--- config.mk ---
export PLATFORM = sky130hd
export DESIGN_NAME = time_controller_flat
export DESIGN_NICKNAME = d
export VERILOG_FILES = /design/src/rtl/time_pkg.sv /design/src/rtl/time_controller_if.sv /design/src/rtl/sync_edge.sv /design/src/rtl/time_controller.sv /design/src/flat_wrapper.sv
export SDC_FILE = /design/constraint.sdc
export NUM_CORES = 1
export LEC_CHECK = 0
export CORE_MARGIN = 5
export CORE_UTILIZATION = 35
export CTS_BUF_LIST = sky130_fd_sc_hd__clkbuf_2 sky130_fd_sc_hd__clkbuf_4 sky130_fd_sc_hd__clkbuf_8
export DETAILED_ROUTE_END_ITERATION = 8
export GPL_TIMING_DRIVEN = 0
export HOLD_SLACK_MARGIN = 0.1
export MAX_ROUTING_LAYER = met4
export PLACE_DENSITY_LB_ADDON = 0.2
export REMOVE_ABC_BUFFERS = 1
export SETUP_SLACK_MARGIN = 0.4
export SYNTH_ARGS = -nofsm -noshare
export SYNTH_HDL_FRONTEND = slang
export SYNTH_SLANG_ARGS = --single-unit
--- constraint.sdc ---
create_clock -name input_clock -period 2.3 [get_ports input_clock]
set_clock_uncertainty 0.1 [all_clocks]
set_input_delay 0.345 -clock input_clock [delete_from_list [all_inputs] [get_ports input_clock]]
set_output_delay 0.345 -clock input_clock [all_outputs]
set_load 0.05 [all_outputs]
--- src/rtl/time_pkg.sv ---
// Shared types and constants for the time-of-day controller: state encoding,
// field widths, rollover limits and a small wrapping-increment helper.
package time_pkg;

  localparam int HOURS_W   = 5;
  localparam int MINUTES_W = 6;
  localparam int SECONDS_W = 6;
  localparam int MODE_W    = 2;

  localparam logic [SECONDS_W-1:0] SECONDS_MAX = 6'd59;
  localparam logic [MINUTES_W-1:0] MINUTES_MAX = 6'd59;

  // 2'b11 is deliberately left unnamed; the FSM treats it as corrupt state.
  typedef enum logic [MODE_W-1:0] {
    RUN         = 2'b00,
    SET_HOURS   = 2'b01,
    SET_MINUTES = 2'b10
  } mode_e;

  function automatic logic [5:0] wrap_inc6(input logic [5:0] value,
                                           input logic [5:0] max_value);
    return (value == max_value) ? 6'd0 : value + 6'd1;
  endfunction

endpackage

--- src/rtl/time_controller_if.sv ---
// Display-side bundle of the time controller: the clock fields, the current
// mode and the blink enable for the field being edited.
interface time_controller_if;
  import time_pkg::*;

  logic [HOURS_W-1:0]   hours;
  logic [MINUTES_W-1:0] minutes;
  logic [SECONDS_W-1:0] seconds;
  logic [MODE_W-1:0]    mode;
  logic                 blink;

  modport master (
    output hours,
    output minutes,
    output seconds,
    output mode,
    output blink
  );

  modport slave (
    input hours,
    input minutes,
    input seconds,
    input mode,
    input blink
  );

endinterface

--- src/rtl/sync_edge.sv ---
// Two-flop synchronizer followed by a rising-edge detector; emits a single
// clk-cycle pulse per low-to-high transition of an asynchronous input.
module sync_edge (
  input  logic clk,
  input  logic rst_n,
  input  logic async_in,
  output logic pulse
);

  logic meta_reg;
  logic sync_reg;
  logic prev_reg;

  always_ff @(posedge clk or negedge rst_n) begin
    if (!rst_n) begin
      meta_reg <= 1'b0;
      sync_reg <= 1'b0;
      prev_reg <= 1'b0;
    end else begin
      meta_reg <= async_in;
      sync_reg <= meta_reg;
      prev_reg <= sync_reg;
    end
  end

  // Combinational so the consumer acts on the 3rd edge that sees the input high.
  assign pulse = sync_reg & ~prev_reg;

endmodule

--- src/rtl/time_controller.sv ---
// Time-of-day counter with RUN / SET_HOURS / SET_MINUTES modes driven by a
// divided tick and two debounced buttons, all synchronized internally.
module time_controller
  import time_pkg::*;
#(
  parameter int ticks_per_second = 2,
  parameter int hour_limit       = 24
) (
  input  logic                  input_clock,
  input  logic                  reset_n,
  input  logic                  tick_in,
  input  logic                  mode_btn,
  input  logic                  inc_btn,
  time_controller_if.master     disp
);

  localparam int SUB_W = (ticks_per_second > 1) ? $clog2(ticks_per_second) : 1;
  localparam logic [SUB_W-1:0]   SUB_MAX  = SUB_W'(ticks_per_second - 1);
  localparam logic [HOURS_W-1:0] HOUR_MAX = HOURS_W'(hour_limit - 1);

  logic [2:0] raw_in;
  logic [2:0] pulse;
  logic       tick_p;
  logic       mode_p;
  logic       inc_p;

  assign raw_in = {inc_btn, mode_btn, tick_in};

  genvar gi;
  generate
    for (gi = 0; gi < 3; gi++) begin : g_sync
      sync_edge u_sync (
        .clk      (input_clock),
        .rst_n    (reset_n),
        .async_in (raw_in[gi]),
        .pulse    (pulse[gi])
      );
    end
  endgenerate

  assign tick_p = pulse[0];
  assign mode_p = pulse[1];
  assign inc_p  = pulse[2];

  mode_e                state_reg,   state_next;
  logic [HOURS_W-1:0]   hours_reg,   hours_next;
  logic [MINUTES_W-1:0] minutes_reg, minutes_next;
  logic [SECONDS_W-1:0] seconds_reg, seconds_next;
  logic [SUB_W-1:0]     sub_reg,     sub_next;
  logic                 blink_reg,   blink_next;

  logic [HOURS_W-1:0]   hours_inc;
  logic [MINUTES_W-1:0] minutes_inc;
  logic [SECONDS_W-1:0] seconds_inc;
  logic                 sub_wrap;

  assign hours_inc   = (hours_reg == HOUR_MAX) ? '0 : hours_reg + HOURS_W'(1);
  assign minutes_inc = wrap_inc6(minutes_reg, MINUTES_MAX);
  assign seconds_inc = wrap_inc6(seconds_reg, SECONDS_MAX);
  assign sub_wrap    = (sub_reg == SUB_MAX);

  always_ff @(posedge input_clock or negedge reset_n) begin
    if (!reset_n) begin
      state_reg   <= RUN;
      hours_reg   <= '0;
      minutes_reg <= '0;
      seconds_reg <= '0;
      sub_reg     <= '0;
      blink_reg   <= 1'b0;
    end else begin
      state_reg   <= state_next;
      hours_reg   <= hours_next;
      minutes_reg <= minutes_next;
      seconds_reg <= seconds_next;
      sub_reg     <= sub_next;
      blink_reg   <= blink_next;
    end
  end

  always_comb begin
    state_next   = state_reg;
    hours_next   = hours_reg;
    minutes_next = minutes_reg;
    seconds_next = seconds_reg;
    sub_next     = sub_reg;
    blink_next   = blink_reg;

    case (state_reg)
      RUN: begin
        blink_next = 1'b0;
        // A tick landing with the mode press is still counted before leaving RUN.
        if (tick_p) begin
          sub_next = sub_wrap ? '0 : sub_reg + SUB_W'(1);
          if (sub_wrap) begin
            seconds_next = seconds_inc;
            if (seconds_reg == SECONDS_MAX) begin
              minutes_next = minutes_inc;
              if (minutes_reg == MINUTES_MAX) begin
                hours_next = hours_inc;
              end
            end
          end
        end
        if (mode_p) begin
          state_next = SET_HOURS;
          blink_next = 1'b1;
        end
      end

      SET_HOURS: begin
        if (mode_p) begin
          state_next = SET_MINUTES;
          blink_next = 1'b1;
        end else begin
          if (inc_p) begin
            hours_next = hours_inc;
          end
          if (tick_p) begin
            blink_next = ~blink_reg;
          end
        end
      end

      SET_MINUTES: begin
        if (mode_p) begin
          state_next   = RUN;
          seconds_next = '0;
          sub_next     = '0;
          blink_next   = 1'b0;
        end else begin
          if (inc_p) begin
            minutes_next = minutes_inc;
          end
          if (tick_p) begin
            blink_next = ~blink_reg;
          end
        end
      end

      default: begin
        state_next = RUN;
        blink_next = 1'b0;
      end
    endcase
  end

  assign disp.hours   = hours_reg;
  assign disp.minutes = minutes_reg;
  assign disp.seconds = seconds_reg;
  assign disp.mode    = state_reg;
  assign disp.blink   = blink_reg;

endmodule

--- src/flat_wrapper.sv ---
// flat-port wrapper written by rule: the top's interface ports become plain ports
module time_controller_flat import time_pkg::*;
#(
  parameter int ticks_per_second = 2,
  parameter int hour_limit       = 24
)
  (input_clock, reset_n, tick_in, mode_btn, inc_btn, disp_hours, disp_minutes, disp_seconds, disp_mode, disp_blink);
  time_controller_if disp_i ();
  input  logic input_clock;
  input  logic reset_n;
  input  logic tick_in;
  input  logic mode_btn;
  input  logic inc_btn;
  output wire logic [$bits(disp_i.hours)-1:0] disp_hours;
  output wire logic [$bits(disp_i.minutes)-1:0] disp_minutes;
  output wire logic [$bits(disp_i.seconds)-1:0] disp_seconds;
  output wire logic [$bits(disp_i.mode)-1:0] disp_mode;
  output wire logic [$bits(disp_i.blink)-1:0] disp_blink;
  assign disp_hours = disp_i.hours;
  assign disp_minutes = disp_i.minutes;
  assign disp_seconds = disp_i.seconds;
  assign disp_mode = disp_i.mode;
  assign disp_blink = disp_i.blink;
  time_controller #(.ticks_per_second(ticks_per_second), .hour_limit(hour_limit)) u_core (.input_clock(input_clock), .reset_n(reset_n), .tick_in(tick_in), .mode_btn(mode_btn), .inc_btn(inc_btn), .disp(disp_i));
endmodule
==> metrics <==
status=completed; Initial DRT Pass Iterations=3; Diodes inserted=0; Setup Total Neg Slack=0 ns; Layout Cells excl Fill=approximately 220; Max stage delay cell, worst path=dfrtp_2; Longest Clk Path Bufs=2; post-synthesis compound-gate area fraction=15.3%; Synth cell types=42; Core Area=0.00429 mm^2; Total GRT Usage=between 10 and 15%; Die Y=76.0 um; R2R Path Start=u_core.disp.minutes[0]; fin util=45.0%; minimum clock period=1.85 ns; Clock transition at path regs=roughly 0.060 ns; FF/Latch Area=756 um^2; initial antenna violation count=0; DRC=0; Fin Hold WS=~0.25 ns; Top FF cell, synth=dfrtp_1; number of global-route vias before repair=1071; EDFF count, synth=0; Worst Setup Path Type=reg2reg; Final Hold Viols=0; buffers plus inverters on the worst setup path=0; CP required=2.36 ns; Critical Path Fanout Max=7; hold path start=u_core.g_sync[2].u_sync.meta_reg; pwr/cell area=1110 mW/mm^2; max incr delay on CP=between 0.4 and 0.5 ns; Final period util=between 80% and 90%; nets=~180; Final Setup Violations=0; Post-DRT Antenna Nets=0; Synth Instances=138; largest net degree at the start of global routing=31; mapped cell area=0.00152 mm^2; GP Congestion=0.809; most common cell after layout, fill and taps aside=dfrtp_1; DRT Wirelength=3040 um; initial core utilization=35.5%; reg2reg end=u_core.disp.hours[4]; ys async rst share=100%; H-tree depth=2; Post-Synth XOR/XNOR Area=1.73%; mux cell area share after synthesis=5.01%; RSZ-0062 raised after global routing=true; synthesis warning total=0; Pins Over Slew Limit=0; worst skew pair latency=~0.28 ns; # fillers=421; placed insts=210; DP Wirelength=2160 um; Fmax=539 MHz; commonest cells after routing, fill and taps aside=dfrtp_1 (26), dlygate4sd2_1 (19), nor2_1 (11); Cell Chain, Critical Path=ha_4 -> and4bb_2 -> and4_2 -> o211ai_1 -> mux2_2; first-pass GRT wire length=approximately 5200 um; CTS tree=done; Mean Syn Cell Area=11.0 um^2; grt total ovfl=0; Arrival @ worst endpoint=1.92 ns; Num CTS Buffers=5; maximum vdd drop=0.000379 V; full die area=0.00577 mm^2; clk sink count=30; synth-to-layout area growth=26.9%; PortBufs=24; sequential share of the synthesized area=49.3%; DR vias=1173; leak pwr=about 0.9 nW; slew of the pin with the lowest slew margin=0.674 ns; # IOs=25; worst r2r path cells=5; combinational family with the most area after synthesis=simple AND/OR/NAND/NOR gates; Worst Hold Path Cells=0; startpoint class of the critical path=register; layout cells sized above 1=18.7%; Root Buffer=clkbuf_8; adder-cell share of the synthesized area=2.47%; max cap viols=0; worst relative slew slack=about 55%; Reg2Reg Setup Slack=approximately 0.45 ns; Yosys reg bits=30; Worst Setup End Kind=register; post-synthesis simple-gate area fraction=22.4%; number of cell rows=24; 1st-iter DRT viols=43; per-cell routed wire length=13.6 um; worst hold path class=reg2reg; Vias/cell=5.26; Worst Hold End=u_core.g_sync[2].u_sync.sync_reg; CP delay by family, top=simple AND/OR/NAND/NOR gates; die width=76.0 um; area occupied by multi-input gates=746 um^2
cells in the mapped netlist, types with 3 or more instances:
cell / number / share of area (%)
nor2b_1: 5 / 2.1
dfrtp_1: 30 / 49
nand2_1: 4 / 0.99
nor2_1: 11 / 2.7
inv_1: 5 / 1.2
a21oi_1: 6 / 2.0
o21ai_0: 10 / 3.3
nand2b_1: 6 / 2.5
ha_1: 3 / 2.5
mux2_2: 5 / 3.7
a21o_1: 3 / 1.5
a22o_1: 3 / 1.7
nand3_1: 7 / 2.3
final cells by class:
type	count	area share, %
Sequential cell	30	39.1
Multi-Input combinational cell	99	38.6
Timing Repair Buffer	29	13.0
Clock buffer	7	4.66
Tap cell	52	3.37
Inverter	5	0.972
Clock inverter	1	0.259
cell families (layout without fill, tap and decap cells):
logic type      Yosys count  in the layout
buf+inv                   9             42
flops                    30             30
fa+ha+maj                 3              3
mux                       7              7
xor+xnor                  3              3
simple gates             51             51
compound gates           35             35
stage by stage:
stage	power (W)	area [um^2]	setup slack [ns]
after floorplan	0.00141	1480	0.117
after global placement	0.00170	1790	0.223
after detailed placement	0.00172	1790	0.175
after CTS	0.00211	1870	0.378
after global routing	0.00229	1930	0.375
final	0.00214	1930	0.445
worst reg2reg max path, stage by stage, from the launching register on:
cell	delay (ns)
dfrtp_2	0.45
ha_4	0.20
and4bb_2	0.22
and4_2	0.25
o211ai_1	0.18
mux2_2	0.35
what timing repair did:
action                                  CTS  global route
gates resized for setup                  24             6
endpoints found under the hold margin     0            30
hold buffers                              0             1
endpoints found under the setup margin   23             7
setup buffers                             0             4
pin swaps                                 1             3
metal layers:
metal  global-route usage (%)  part of all wire (%)  vias up
met5                        -                     0        -
met4                     4.80                   1.3        0
met3                     4.62                   4.8        5
met2                     16.7                    47       18
met1                     13.8                    47      573
li1                         -                     -      577
worst max path at each step:
stage,start,to,cells after the start
final,u_core.disp.minutes[0],u_core.disp.hours[4],5
after floorplan,u_core.disp.seconds[0],u_core.disp.minutes[0],5
after detailed placement,reset_n,u_core.g_sync[2].u_sync.meta_reg,1
after global placement,reset_n,u_core.g_sync[2].u_sync.meta_reg,1
after CTS,reset_n,u_core.disp.mode[0],1
after global routing,u_core.disp.seconds[1],u_core.disp.minutes[1],5
power breakdown:
| part | internal (W) | leakage, nW | switching (W) |
|---|---|---|---|
| Combinational | 0.000305 | 0.478 | 0.000559 |
| Clock | 0.000252 | 0.0517 | 0.000183 |
| Sequential | 0.000648 | 0.376 | 0.000189 |
Power figures use the tool's default switching activity.
